File: config.mk
export PLATFORM = sky130hd
export DESIGN_NAME = conv_mac_sequencer
export DESIGN_NICKNAME = d
export VERILOG_FILES = /design/src/rtl/conv_mac_sequencer.sv
export SDC_FILE = /design/constraint.sdc
export NUM_CORES = 1
export LEC_CHECK = 0
export BUFFER_PORTS_ARGS = -buffer_cell sky130_fd_sc_hd__buf_2
export CAP_MARGIN = 5
export CORE_UTILIZATION = 30
export CTS_BUF_LIST = sky130_fd_sc_hd__clkbuf_8
export DETAILED_ROUTE_END_ITERATION = 7
export HOLD_SLACK_MARGIN = 0.12
export PLACE_DENSITY = 0.47
export SYNTH_ARGS = -nofsm -noshare
export SYNTH_HDL_FRONTEND = slang
export SYNTH_SLANG_ARGS = --single-unit
File: constraint.sdc
create_clock -name Clk -period 19 [get_ports Clk]
set_input_delay 2.85 -clock Clk [delete_from_list [all_inputs] [get_ports Clk]]
set_output_delay 2.85 -clock Clk [all_outputs]
set_load 0.02 [all_outputs]
File: src/rtl/conv_mac_sequencer.sv
// rtl/conv_mac_sequencer.sv - sequences one convolution window through the shared multiply/accumulate datapath
module conv_mac_sequencer #(
  parameter int KERNEL_ELEMS = 9,
  parameter int LANES        = 3,
  parameter int BIT_LEN      = 16,
  parameter int ACC_W        = 32,
  parameter int TIMEOUT_CYC  = 255
) (
  input  logic                            Clk,
  input  logic                            Rst,
  input  logic                            win_valid,
  output logic                            win_ready,
  input  logic [KERNEL_ELEMS*BIT_LEN-1:0] win_data,
  input  logic [KERNEL_ELEMS*BIT_LEN-1:0] filt_data,
  output logic [LANES*BIT_LEN-1:0]        mul_a,
  output logic [LANES*BIT_LEN-1:0]        mul_b,
  output logic [LANES-1:0]                m_start,
  input  logic [LANES-1:0]                m_ready,
  output logic [LANES-1:0]                acc_add,
  output logic                            final_add,
  output logic                            acc_clr,
  input  logic [ACC_W-1:0]                final_sum,
  input  logic                            final_ready,
  output logic                            res_valid,
  output logic [ACC_W-1:0]                res_data,
  input  logic                            res_ready,
  output logic                            busy,
  output logic                            err_timeout
);

  localparam int PASSES = (KERNEL_ELEMS + LANES - 1) / LANES;
  localparam int PASS_W = $clog2(PASSES + 1);
  localparam int WD_W   = $clog2(TIMEOUT_CYC + 1);
  localparam int WIN_W  = KERNEL_ELEMS * BIT_LEN;
  localparam int OP_W   = LANES * BIT_LEN;

  typedef enum logic [2:0] {
    S_IDLE,
    S_CLEAR,
    S_ISSUE,
    S_WAIT_MUL,
    S_ACCUM,
    S_FINAL,
    S_WAIT_FIN,
    S_OUT
  } state_t;

  state_t             state_q, state_d;
  logic [PASS_W-1:0]  pass_q, pass_d;
  logic [WD_W-1:0]    wd_q, wd_d;
  logic [WIN_W-1:0]   win_q, win_d;
  logic [WIN_W-1:0]   filt_q, filt_d;
  logic [OP_W-1:0]    mul_a_q, mul_a_d;
  logic [OP_W-1:0]    mul_b_q, mul_b_d;
  logic [ACC_W-1:0]   res_data_q, res_data_d;
  logic               err_q, err_d;
  logic               load_ops;
  logic               wd_expire;

  // Next-state, pulse outputs and datapath register updates for the pass sequencer.
  always_comb begin
    state_d    = state_q;
    pass_d     = pass_q;
    wd_d       = '0;
    win_d      = win_q;
    filt_d     = filt_q;
    res_data_d = res_data_q;
    err_d      = err_q;
    load_ops   = 1'b0;
    wd_expire  = (wd_q == WD_W'(TIMEOUT_CYC - 1));
    win_ready  = 1'b0;
    m_start    = '0;
    acc_add    = '0;
    final_add  = 1'b0;
    acc_clr    = 1'b0;
    res_valid  = 1'b0;
    busy       = (state_q != S_IDLE);

    case (state_q)
      S_IDLE: begin
        win_ready = 1'b1;
        if (win_valid) begin
          win_d   = win_data;
          filt_d  = filt_data;
          state_d = S_CLEAR;
        end
      end
      S_CLEAR: begin
        acc_clr  = 1'b1;
        pass_d   = '0;
        load_ops = 1'b1;
        state_d  = S_ISSUE;
      end
      S_ISSUE: begin
        m_start = '1;
        state_d = S_WAIT_MUL;
      end
      S_WAIT_MUL: begin
        // A completing multiply takes priority over a watchdog expiring on the same cycle.
        if (&m_ready) begin
          state_d = S_ACCUM;
        end else if (wd_expire) begin
          err_d   = 1'b1;
          acc_clr = 1'b1;
          state_d = S_IDLE;
        end else begin
          wd_d = wd_q + 1'b1;
        end
      end
      S_ACCUM: begin
        acc_add = '1;
        pass_d  = pass_q + 1'b1;
        if (pass_q == PASS_W'(PASSES - 1)) begin
          state_d = S_FINAL;
        end else begin
          load_ops = 1'b1;
          state_d  = S_ISSUE;
        end
      end
      S_FINAL: begin
        final_add = 1'b1;
        state_d   = S_WAIT_FIN;
      end
      S_WAIT_FIN: begin
        if (final_ready) begin
          res_data_d = final_sum;
          state_d    = S_OUT;
        end else if (wd_expire) begin
          err_d   = 1'b1;
          acc_clr = 1'b1;
          state_d = S_IDLE;
        end else begin
          wd_d = wd_q + 1'b1;
        end
      end
      S_OUT: begin
        res_valid = 1'b1;
        if (res_ready) begin
          state_d = S_IDLE;
        end
      end
      default: begin
        state_d = S_IDLE;
      end
    endcase
  end

  // Operand steering: lane l of the upcoming pass carries element pass*LANES+l, zero past the window end.
  always_comb begin
    mul_a_d = mul_a_q;
    mul_b_d = mul_b_q;
    if (load_ops) begin
      for (int l = 0; l < LANES; l++) begin
        mul_a_d[l*BIT_LEN +: BIT_LEN] = '0;
        mul_b_d[l*BIT_LEN +: BIT_LEN] = '0;
        for (int k = 0; k < KERNEL_ELEMS; k++) begin
          if ((int'(pass_d) * LANES + l) == k) begin
            mul_a_d[l*BIT_LEN +: BIT_LEN] = win_q[k*BIT_LEN +: BIT_LEN];
            mul_b_d[l*BIT_LEN +: BIT_LEN] = filt_q[k*BIT_LEN +: BIT_LEN];
          end
        end
      end
    end
  end

  // State and datapath registers; reset abandons any window in flight.
  always_ff @(posedge Clk or posedge Rst) begin
    if (Rst) begin
      state_q    <= S_IDLE;
      pass_q     <= '0;
      wd_q       <= '0;
      win_q      <= '0;
      filt_q     <= '0;
      mul_a_q    <= '0;
      mul_b_q    <= '0;
      res_data_q <= '0;
      err_q      <= 1'b0;
    end else begin
      state_q    <= state_d;
      pass_q     <= pass_d;
      wd_q       <= wd_d;
      win_q      <= win_d;
      filt_q     <= filt_d;
      mul_a_q    <= mul_a_d;
      mul_b_q    <= mul_b_d;
      res_data_q <= res_data_d;
      err_q      <= err_d;
    end
  end

  assign mul_a       = mul_a_q;
  assign mul_b       = mul_b_q;
  assign res_data    = res_data_q;
  assign err_timeout = err_q;

endmodule

==> metrics.txt <==
status finished, final reports clean; fin crit period 6.49 ns; Crit path required time 16.15 ns; Final #Nets 2843; RSZ-0062 raised after global routing false; drt via density 5.75; Async S/R FF share, synth 100%; Top FF cell, synth dfrtp_1; highest routed layer met5; hold buffers post-CTS 0; Clock transition at path regs 0.07 ns; fin cells 3606; sequential-to-total area share from yosys stat 46.3%; max_slew headroom 17.4%; crit-path cells buf_2 > and3_1 > o21a_1 > o32ai_1 > buf_2; crit path kind input port to output pin; Resized Gates After CTS 0; synthesized cell area 23200 um^2; number of hold violations in the final report 0; wire length on met3 9090 um; CP arrival 3.64 ns; DRC errors left 0; post-route ant nets 0; number of synthesized register bits 430; grt total ovfl 0; most used cell along the critical path buf_2; worst vdd rail ir drop 0.107 mV; Clock Skews 0.0340 ns; first-pass iteration count of the detailed router 5; Avg WL per Cell 28.4 um; EDFF count, synth 0; Max Root-Sink Buffers 3; Num CTS Buffers 84; final wirelength 102000 um; num rows 101; post-synthesis cell type count 83; Period Utilization, post-route 34.2%; area grow syn2layout 21.2%; Fmax achieved 154 MHz; setup TNS 0 ns; Crit Path Max Fanout 4; GP Congestion 0.865; hpwl dp 71600 um; Clock Latency Late Sink 0.70 ns; io pins 468; MaxCap Viol Count 0; gr usage total 25.5%; Worst Setup Start Kind input port; met1 wire length 48100 um; die width 280 um; antenna violations before repair 16; layout cells sized above 1 42.1%; Slowest cell on crit path and3_1; worst stage delay on the critical path 0.21 ns; Core Area 76300 um^2; Syn Area/Cell 10.9 um^2; CTS H-tree lvls 3; measured slew at the worst slew-check pin 1.24 ns; largest net degree at the start of global routing 160; Max Slew Vio Count 0; Yosys warnings 0; initial drt markers 2153; syn_nets 2458; vias in the first global route 20000; met2 wire length 42600 um; commonest non-fill, non-tap cells in the layout 467 x buf_2, 430 x dfrtp_1, 321 x mux2_2; R2R Setup Slk 13.68 ns; Worst setup EP type output pin; first-pass GRT wire length 147000 um; total power divided by cell area 191 nW/um^2; Initial Utilization 30.4%; HP Class flop to flop; PortBufs 467; Die ar. 78500 um^2; setup bufs post-CTS 0; # clock sinks 430; CTS tree done; endpoints failing setup 0; synthesized instance count 2124; CTS Root Buffer Type clkbuf_8; chip height 280 um; Static Leak 11.7 nW; most common cell after layout, fill and taps aside buf_2; Placed Instances 3453; # fillers 7757; DR vias 20700
worst paths after layout:
path / start / endpoint / cells past startpoint
max: m_ready[2] / acc_clr / 5
max reg2reg: pass_q[0] / mul_a[47] / 14
min: mul_b[35] / mul_b[35] / 2
max in group asynchronous: Rst / win_q[49] / 4
min reg2reg: mul_b[35] / mul_b[35] / 2
min in group asynchronous: Rst / filt_q[114] / 2
kinds of logic (layout without fill, tap and decap cells):
group                    Yosys count  count (layout)  share of synthesized area (%)
AO/OA/AOI/OAI                    736             736                           24.5
flip-flops                       430             430                           46.3
AND/OR/NAND/NOR                  396             396                           8.42
multiplexers                     321             321                           15.6
buffers and inverters            229             673                           4.68
adder cells (fa/ha/maj)            6               6                          0.323
XOR/XNOR                           6               6                          0.226
other                              0               8                              0
layout make-up:
class	instances	area [um^2]	share of cell area (%)
sequential	430	10800	38.2
multi-input combinational	1465	11500	40.8
inverter	11	48.8	0.173
antenna	8	20.0	0.0711
timing repair buffer	517	2740	9.72
clock buffer	111	1530	5.43
clock inverter	34	277	0.982
tap	1030	1290	4.58
power breakdown:
part | leakage [nW] | switching, W | internal (W)
Combinational | 5.46 | 0.00149 | 0.000976
Clock | 1.00 | 0.000434 | 0.000576
Sequential | 5.20 | 0.000541 | 0.00137
worst max-delay path: cells and delay by family:
family	cells	cell delay [ns]
AO/OA/AOI/OAI	2	0.29
buffers and inverters	2	0.30
AND/OR/NAND/NOR	1	0.21
synth_stat cells (all sizes together), types with 22 or more instances:
cell	number	area (um^2)
nand2	169	642
o31ai	22	165
clkbuf	77	297
mux2	321	3610
o22ai	74	475
dfrtp	430	10800
a21oi	132	687
a31oi	24	165
o21ai	51	282
a211oi	51	383
buf	141	748
nand4	31	194
nand3	22	120
a221oi	78	752
nand3b	32	240
nor2	71	277
o221ai	44	510
o211ai	122	1020
stage by stage:
stage	util [%]	power (W)	area, um^2	setup WS (ns)	hold WS, ns
after CTS	36.9	0.00536	28100	12.51	0.501
after detailed placement	34.5	0.00432	26300	12.51	0.482
final	36.9	0.00538	28200	12.51	0.497
after global placement	34.5	0.00427	26300	12.48	0.472
after floorplan	-	0.00332	23200	4.18	0.481
after global routing	36.9	0.00566	28200	12.44	0.515
routing by layer:
metal	vias up	global-route usage [%]
met2	1041	35.8
met1	10500	38.3
met5	-	0
li1	9028	-
met4	10	6.36
met3	164	6.71
sequential cells by signal, summed over array words and instances, names as in the netlist, 2 cells and up:
signal    count
filt_q      144
win_q       144
mul_a        48
mul_b        48
res_data     32
wd_q          8
state_q       3
pass_q        2
No activity file was read; power rests on OpenSTA's default activity.
